**src/rtl/cpu_pkg.sv**
```systemverilog
// cpu_pkg: opcodes, FSM state codes and instruction field positions
// shared by the writeback select sequencer.
package cpu_pkg;
    localparam logic [2:0] OP_NOP  = 3'b000;
    localparam logic [2:0] OP_MUL  = 3'b110;
    localparam logic [2:0] OP_HALT = 3'b111;
    localparam logic [2:0] S_IDLE   = 3'd0;
    localparam logic [2:0] S_DECODE = 3'd1;
    localparam logic [2:0] S_EXEC   = 3'd2;
    localparam logic [2:0] S_WB     = 3'd3;
    localparam logic [2:0] S_HALT   = 3'd4;
    localparam int OP_MSB = 7;
    localparam int OP_LSB = 5;
    localparam int RD_MSB = 4;
    localparam int RD_LSB = 3;
endpackage

```
**src/rtl/wb_select_ctrl.sv**
```systemverilog
// wb_select_ctrl: one-at-a-time sequencer driving the result-mux select,
// register-file write strobe/address and PC-advance pulse.
module wb_select_ctrl
    import cpu_pkg::*;
#(
    parameter int INSTR_W = 8,
    parameter int MUL_LAT = 3,
    parameter int REG_AW  = 2
) (
    input  logic               clk,
    input  logic               rst_n,
    input  logic [INSTR_W-1:0] instr_in,
    input  logic               instr_valid,
    output logic               instr_ready,
    output logic [2:0]         code_sel,
    output logic               reg_we,
    output logic [REG_AW-1:0]  reg_waddr,
    output logic               pc_inc,
    output logic               busy,
    output logic               halted
);
    logic [2:0]             state_q, state_d;
    logic [2:0]             op_q, op_d;
    logic [RD_MSB-RD_LSB:0] rd_q, rd_d;
    logic [3:0]             cnt_q, cnt_d;
    logic                   unused_bits;

    assign unused_bits = ^instr_in[RD_LSB-1:0];

    always_comb begin
        state_d = state_q;
        op_d    = op_q;
        rd_d    = rd_q;
        cnt_d   = cnt_q;
        case (state_q)
            S_IDLE: if (instr_valid) begin
                op_d    = instr_in[OP_MSB:OP_LSB];
                rd_d    = instr_in[RD_MSB:RD_LSB];
                state_d = S_DECODE;
            end
            S_DECODE: begin
                state_d = op_q == OP_HALT ? S_HALT : op_q == OP_NOP ? S_IDLE : S_EXEC;
                cnt_d   = op_q == OP_MUL ? 4'(MUL_LAT - 1) : 4'd0;
            end
            S_EXEC: begin
                cnt_d   = cnt_q != 4'd0 ? cnt_q - 4'd1 : cnt_q;
                state_d = cnt_q != 4'd0 ? S_EXEC : S_WB;
            end
            S_WB:    state_d = S_IDLE;
            S_HALT:  state_d = S_HALT;
            default: state_d = S_IDLE;
        endcase
    end

    always_ff @(posedge clk or negedge rst_n) begin
        if (!rst_n) begin
            state_q <= S_IDLE;
            op_q    <= '0;
            rd_q    <= '0;
            cnt_q   <= '0;
        end else begin
            state_q <= state_d;
            op_q    <= op_d;
            rd_q    <= rd_d;
            cnt_q   <= cnt_d;
        end
    end

    // Outputs come from registers only, so async reset clears them at once.
    assign instr_ready = state_q == S_IDLE;
    assign code_sel    = (state_q == S_EXEC || state_q == S_WB) ? op_q : 3'b000;
    assign reg_we      = state_q == S_WB;
    assign reg_waddr   = REG_AW'(rd_q);
    assign pc_inc      = state_q == S_WB || (state_q == S_DECODE && op_q == OP_NOP);
    assign busy        = state_q != S_IDLE && state_q != S_HALT;
    assign halted      = state_q == S_HALT;
endmodule

```
**config.mk**
```make
export PLATFORM = sky130hd
export DESIGN_NAME = wb_select_ctrl
export DESIGN_NICKNAME = d
export VERILOG_FILES = /design/src/rtl/cpu_pkg.sv /design/src/rtl/wb_select_ctrl.sv
export SDC_FILE = /design/constraint.sdc
export NUM_CORES = 1
export LEC_CHECK = 0
export CORE_AREA = 2 2 43 53
export CTS_BUF_LIST = sky130_fd_sc_hd__clkbuf_8
export CTS_CLUSTER_DIAMETER = 80
export DETAILED_ROUTE_END_ITERATION = 10
export DIE_AREA = 0 0 45 55
export GPL_ROUTABILITY_DRIVEN = 0
export SLEW_MARGIN = 20
export SYNTH_ARGS = -nofsm -noshare
export SYNTH_HDL_FRONTEND = slang
export SYNTH_SLANG_ARGS = --single-unit
```
**constraint.sdc**
```tcl
create_clock -name clk -period 3.4 [get_ports clk]
set_input_delay 0.51 -clock clk [delete_from_list [all_inputs] [get_ports clk]]
set_output_delay 0.51 -clock clk [all_outputs]
set_load 0.1 [all_outputs]
```
# Word-level counts from Yosys, hierarchy flattened
# Index checks and enable logic that the tools add are counted.
# op_classes
reduce_logical	11
muxes	9
eq_ne	9
n_addsub	1
# ops
operator	count
$pmux 3 s4	1
$eq 3x3->1 const B	3
$mux 3	3
$pmux 4 s2	1
$eq 3x2->1 const B	2
$logic_not 3->1	2
$mux 2	2
$mux 4	1
$ne 2x2->1 const B	2
$reduce_and 2->1	2
$reduce_bool 4->1	1
$sub 4x1->4 const B	1
$eq 3x1->1 const B	1
$ne 3x3->1 const B	1
$reduce_bool 3->1	1
$logic_and 1x1->1	2
$logic_or 1x1->1	2
$reduce_bool 2->1	1
$mux 1	1
# totals
out_inout_bits	10
input_bits	11
reg_bits	12
wordCells	34

# Depth between registers and ports, before layout
# depth
word_depth	4
depth_mapped	5
depth_no_buf	5

# Worst setup path after synthesis
# Ideal clock, no wire load.
# synth_path
kind	register to output
startpoint	register state_q[0]
endpoint	output halted
slack_ns	0.621
n_path_buf	1
required_time_ns	2.890
arrival_ns	2.269
stages_incl_launch_ff	4
cell_sequence	dfrtp_1 or2_0 buf_2 nor2_1
# synth_via
elab_chain_cells	1
# synth_lines
element	line_no	text
start, declared	wb_select_ctrl.sv:22	logic [2:0] state_q, state_d;
start signal, assigned	wb_select_ctrl.sv:62	state_q <= state_d;
$eq 3x3->1	wb_select_ctrl.sv:76	assign halted = state_q == S_HALT;
end, declared	wb_select_ctrl.sv:20	output logic halted
# No other way between the ends.

# Worst setup path in the final report
# layout_path
startpoint	register rd_q[1], in the netlist reg_waddr[1]
endpoint	output reg_waddr[1]
# layout_lines
element	line_no	text
start, declared	wb_select_ctrl.sv:24	logic [RD_MSB-RD_LSB:0] rd_q, rd_d;
start signal, assigned	wb_select_ctrl.sv:64	rd_q <= rd_d;
end, declared	wb_select_ctrl.sv:17	output logic [REG_AW-1:0] reg_waddr,
# No word-level cell between the ends.

==> out/results.txt <==
Status: completed
Setup crit start kind: flop
Post-synth top area cell: dfrtp_1
Register area share after synthesis: 0.462
Worst path bufs/invs: 1
Mapped Cells: 60
Crit-path max FO: 2
Post-Synth Adder-Cell Area: 0.0193
Hold Path End: cnt_q[3]
Die area: 2480 sq um
Max Transition Viols Final: 0
WP data required: 2.89 ns
Reg2reg start: cnt_q[0]
Grt ovf: 0
Post-synthesis xor/xnor area fraction: 0
Vias in the first global route: 493
HP Start: cnt_q[3]
Ant diodes: 0
PostCTS Resize Cnt: 0
Ports: 21
Setup bufs post-CTS: 0
Drt pass-1 iters: 3
DRT iter0 DRCs: 3
TritonCTS clock tree: yes
Hold-fix buffers, CTS: 0
TNS Setup: 0 ns
Clk slew on worst S/H paths: 0.05 ns
CP arrival: 1.72 ns
Most common cell in the netlist: dfrtp_1
CP Class: flop to output pin
Largest family of logic cells by synthesized area: simple AND/OR/NAND/NOR gates
Share of cells above drive strength 1: 0.269
Reg2Reg Capture Point: cnt_q[1]
Mux cell area share after synthesis: 0.168
Post-route setup slack: 1.17 ns
Layout area overhead: 31.8%
Slew @ Worst Pin: 0.974 ns
Global-route wire length before repair: 2.01 mm
Synth unique cells: 25
CP Capture Type: output pin
Synth top cells by count: 12 x dfrtp_1, 7 x mux2_2, 4 x and2_1, 4 x inv_1
DR vias: 499
RSZ-0062 raised after global routing: no
Yosys warnings: 0
Largest net degree at the start of global routing: 13
Port buffer count: 17
R2R Setup Slk: 1.82 ns
Post-synth EDFFs: 0
Syn nets: 72
FILL cells: 205
Post-synth top area share: 0.462
Main synth FF type: dfrtp_1
CP max stage cell: clkdlybuf4s50_1
Chip width: 45 microns
CP cell instances: clkdlybuf4s50_1
Hold/Removal Path Class: flop to flop
Hold path depth: 1
DRT Wirelength: 1.21 mm
Synth Area in Compound Gates: 0.0578
Clock Tree Root: clkbuf_8
Aggregate global-route resource usage: 0.120
Cell Rows: 18
Top post-synthesis cells by area: dfrtp_1 46%, mux2_2 12%, mux2i_1 4.6%, and2_1 3.9%, or3b_1 2.7%
CTS max path bufs: 2
Slew margin rel.: 0.349
Crit-path leading delay family: buffers and inverters
Syn Area/Cell: 10.8 sq um
H-tree levels: 1
Core ar.: 1980 sq um
Flops & latches, synth: 12
Fin nets: 92
Final Hold Viols: 0
Clock latency on the worst-skew pair: 0.24 ns
Max cap viols: 0
Vias per Instance: 5.09
Worst reg2reg path depth: 5
Peak Freq: 449 MHz
Initial antenna violation count: 0
Setup WS pre-CTS: 1.43 ns
Critical path's largest stage delay: 1.13 ns
Min cycle time layout: 2.23 ns
Final setup viols: 0
Post-DR wirelength/cell: 12.4 microns
Setup Skew: 0.00510 ns
Final period util: 0.655
Initial Util: 0.328
Synth Area in Simple Gates: 0.254
Crit path depth: 1
DP HPWL: 931 microns
Detail Route Antenna Nets: 0
Clock buffer count from CTS: 3
Die height: 55 microns
Drc violations: 0
Post-Syn Area: 649 sq um
Post-synth ARST share: 1.00
CTS sink cnt: 12
==> through the flow <==
stage,area [sq um],hold WS (ns),cells,utilization
after floorplan,649,0.214,60,-
after global placement,815,0.471,95,0.411
after detailed placement,815,0.480,95,0.411
after CTS,856,0.486,98,0.432
after global routing,856,0.515,98,0.432
final,856,0.475,98,0.432
==> logic make-up after synthesis <==
family | count (synthesis)
compound gates | 5
mux | 10
simple gates | 26
flops | 12
buf+inv | 6
fa+ha+maj | 1
==> flip-flops by register name, summed over array words and instances, names as in the netlist <==
register and count:
cnt_q 4, op_q 3, state_q 3, reg_waddr 2
==> cell usage in the layout, fill, tap and decap left out, drive strengths merged, types with 2 or more instances in the layout <==
cell and count:
and2 4, and3 2, buf 8, clkbuf 3, clkdlybuf4s50 9, dfrtp 12
inv 4, mux2 7, mux2i 3, nand2 3, nand3 3, nor2 2
nor2b 2, nor3 4, or3b 2
==> worst max path at each step <==
stage | from | to | slack (ns)
floorplan | state_q[0] | halted | 0.62
global placement | reg_waddr[0] | reg_waddr[0] | 1.43
detailed placement | reg_waddr[0] | reg_waddr[0] | 1.43
CTS | reg_waddr[0] | reg_waddr[0] | 1.16
global route | reg_waddr[1] | reg_waddr[1] | 1.13
finish | reg_waddr[1] | reg_waddr[1] | 1.17
==> layout make-up <==
| type | count | area, sq um | share of cell area |
|---|---|---|---|
| flip-flops and latches | 12 | 300 | 0.351 |
| repair buffers | 17 | 150 | 0.175 |
| inverters | 4 | 15.0 | 0.0175 |
| multi-input cells | 42 | 324 | 0.379 |
| well taps | 20 | 25.0 | 0.0292 |
| clock buffers | 3 | 41.3 | 0.0482 |
==> per-layer routing <==
layer	vias up	routed length, microns	GRT usage
li1	243	-	-
met2	20	551	0.205
met3	3	100	0.0487
met4	0	27	0.0735
met5	-	0	0
met1	233	532	0.120
Power is not shown: default switching activity piles up to over one toggle a cycle in this logic, so the estimate is an artifact.
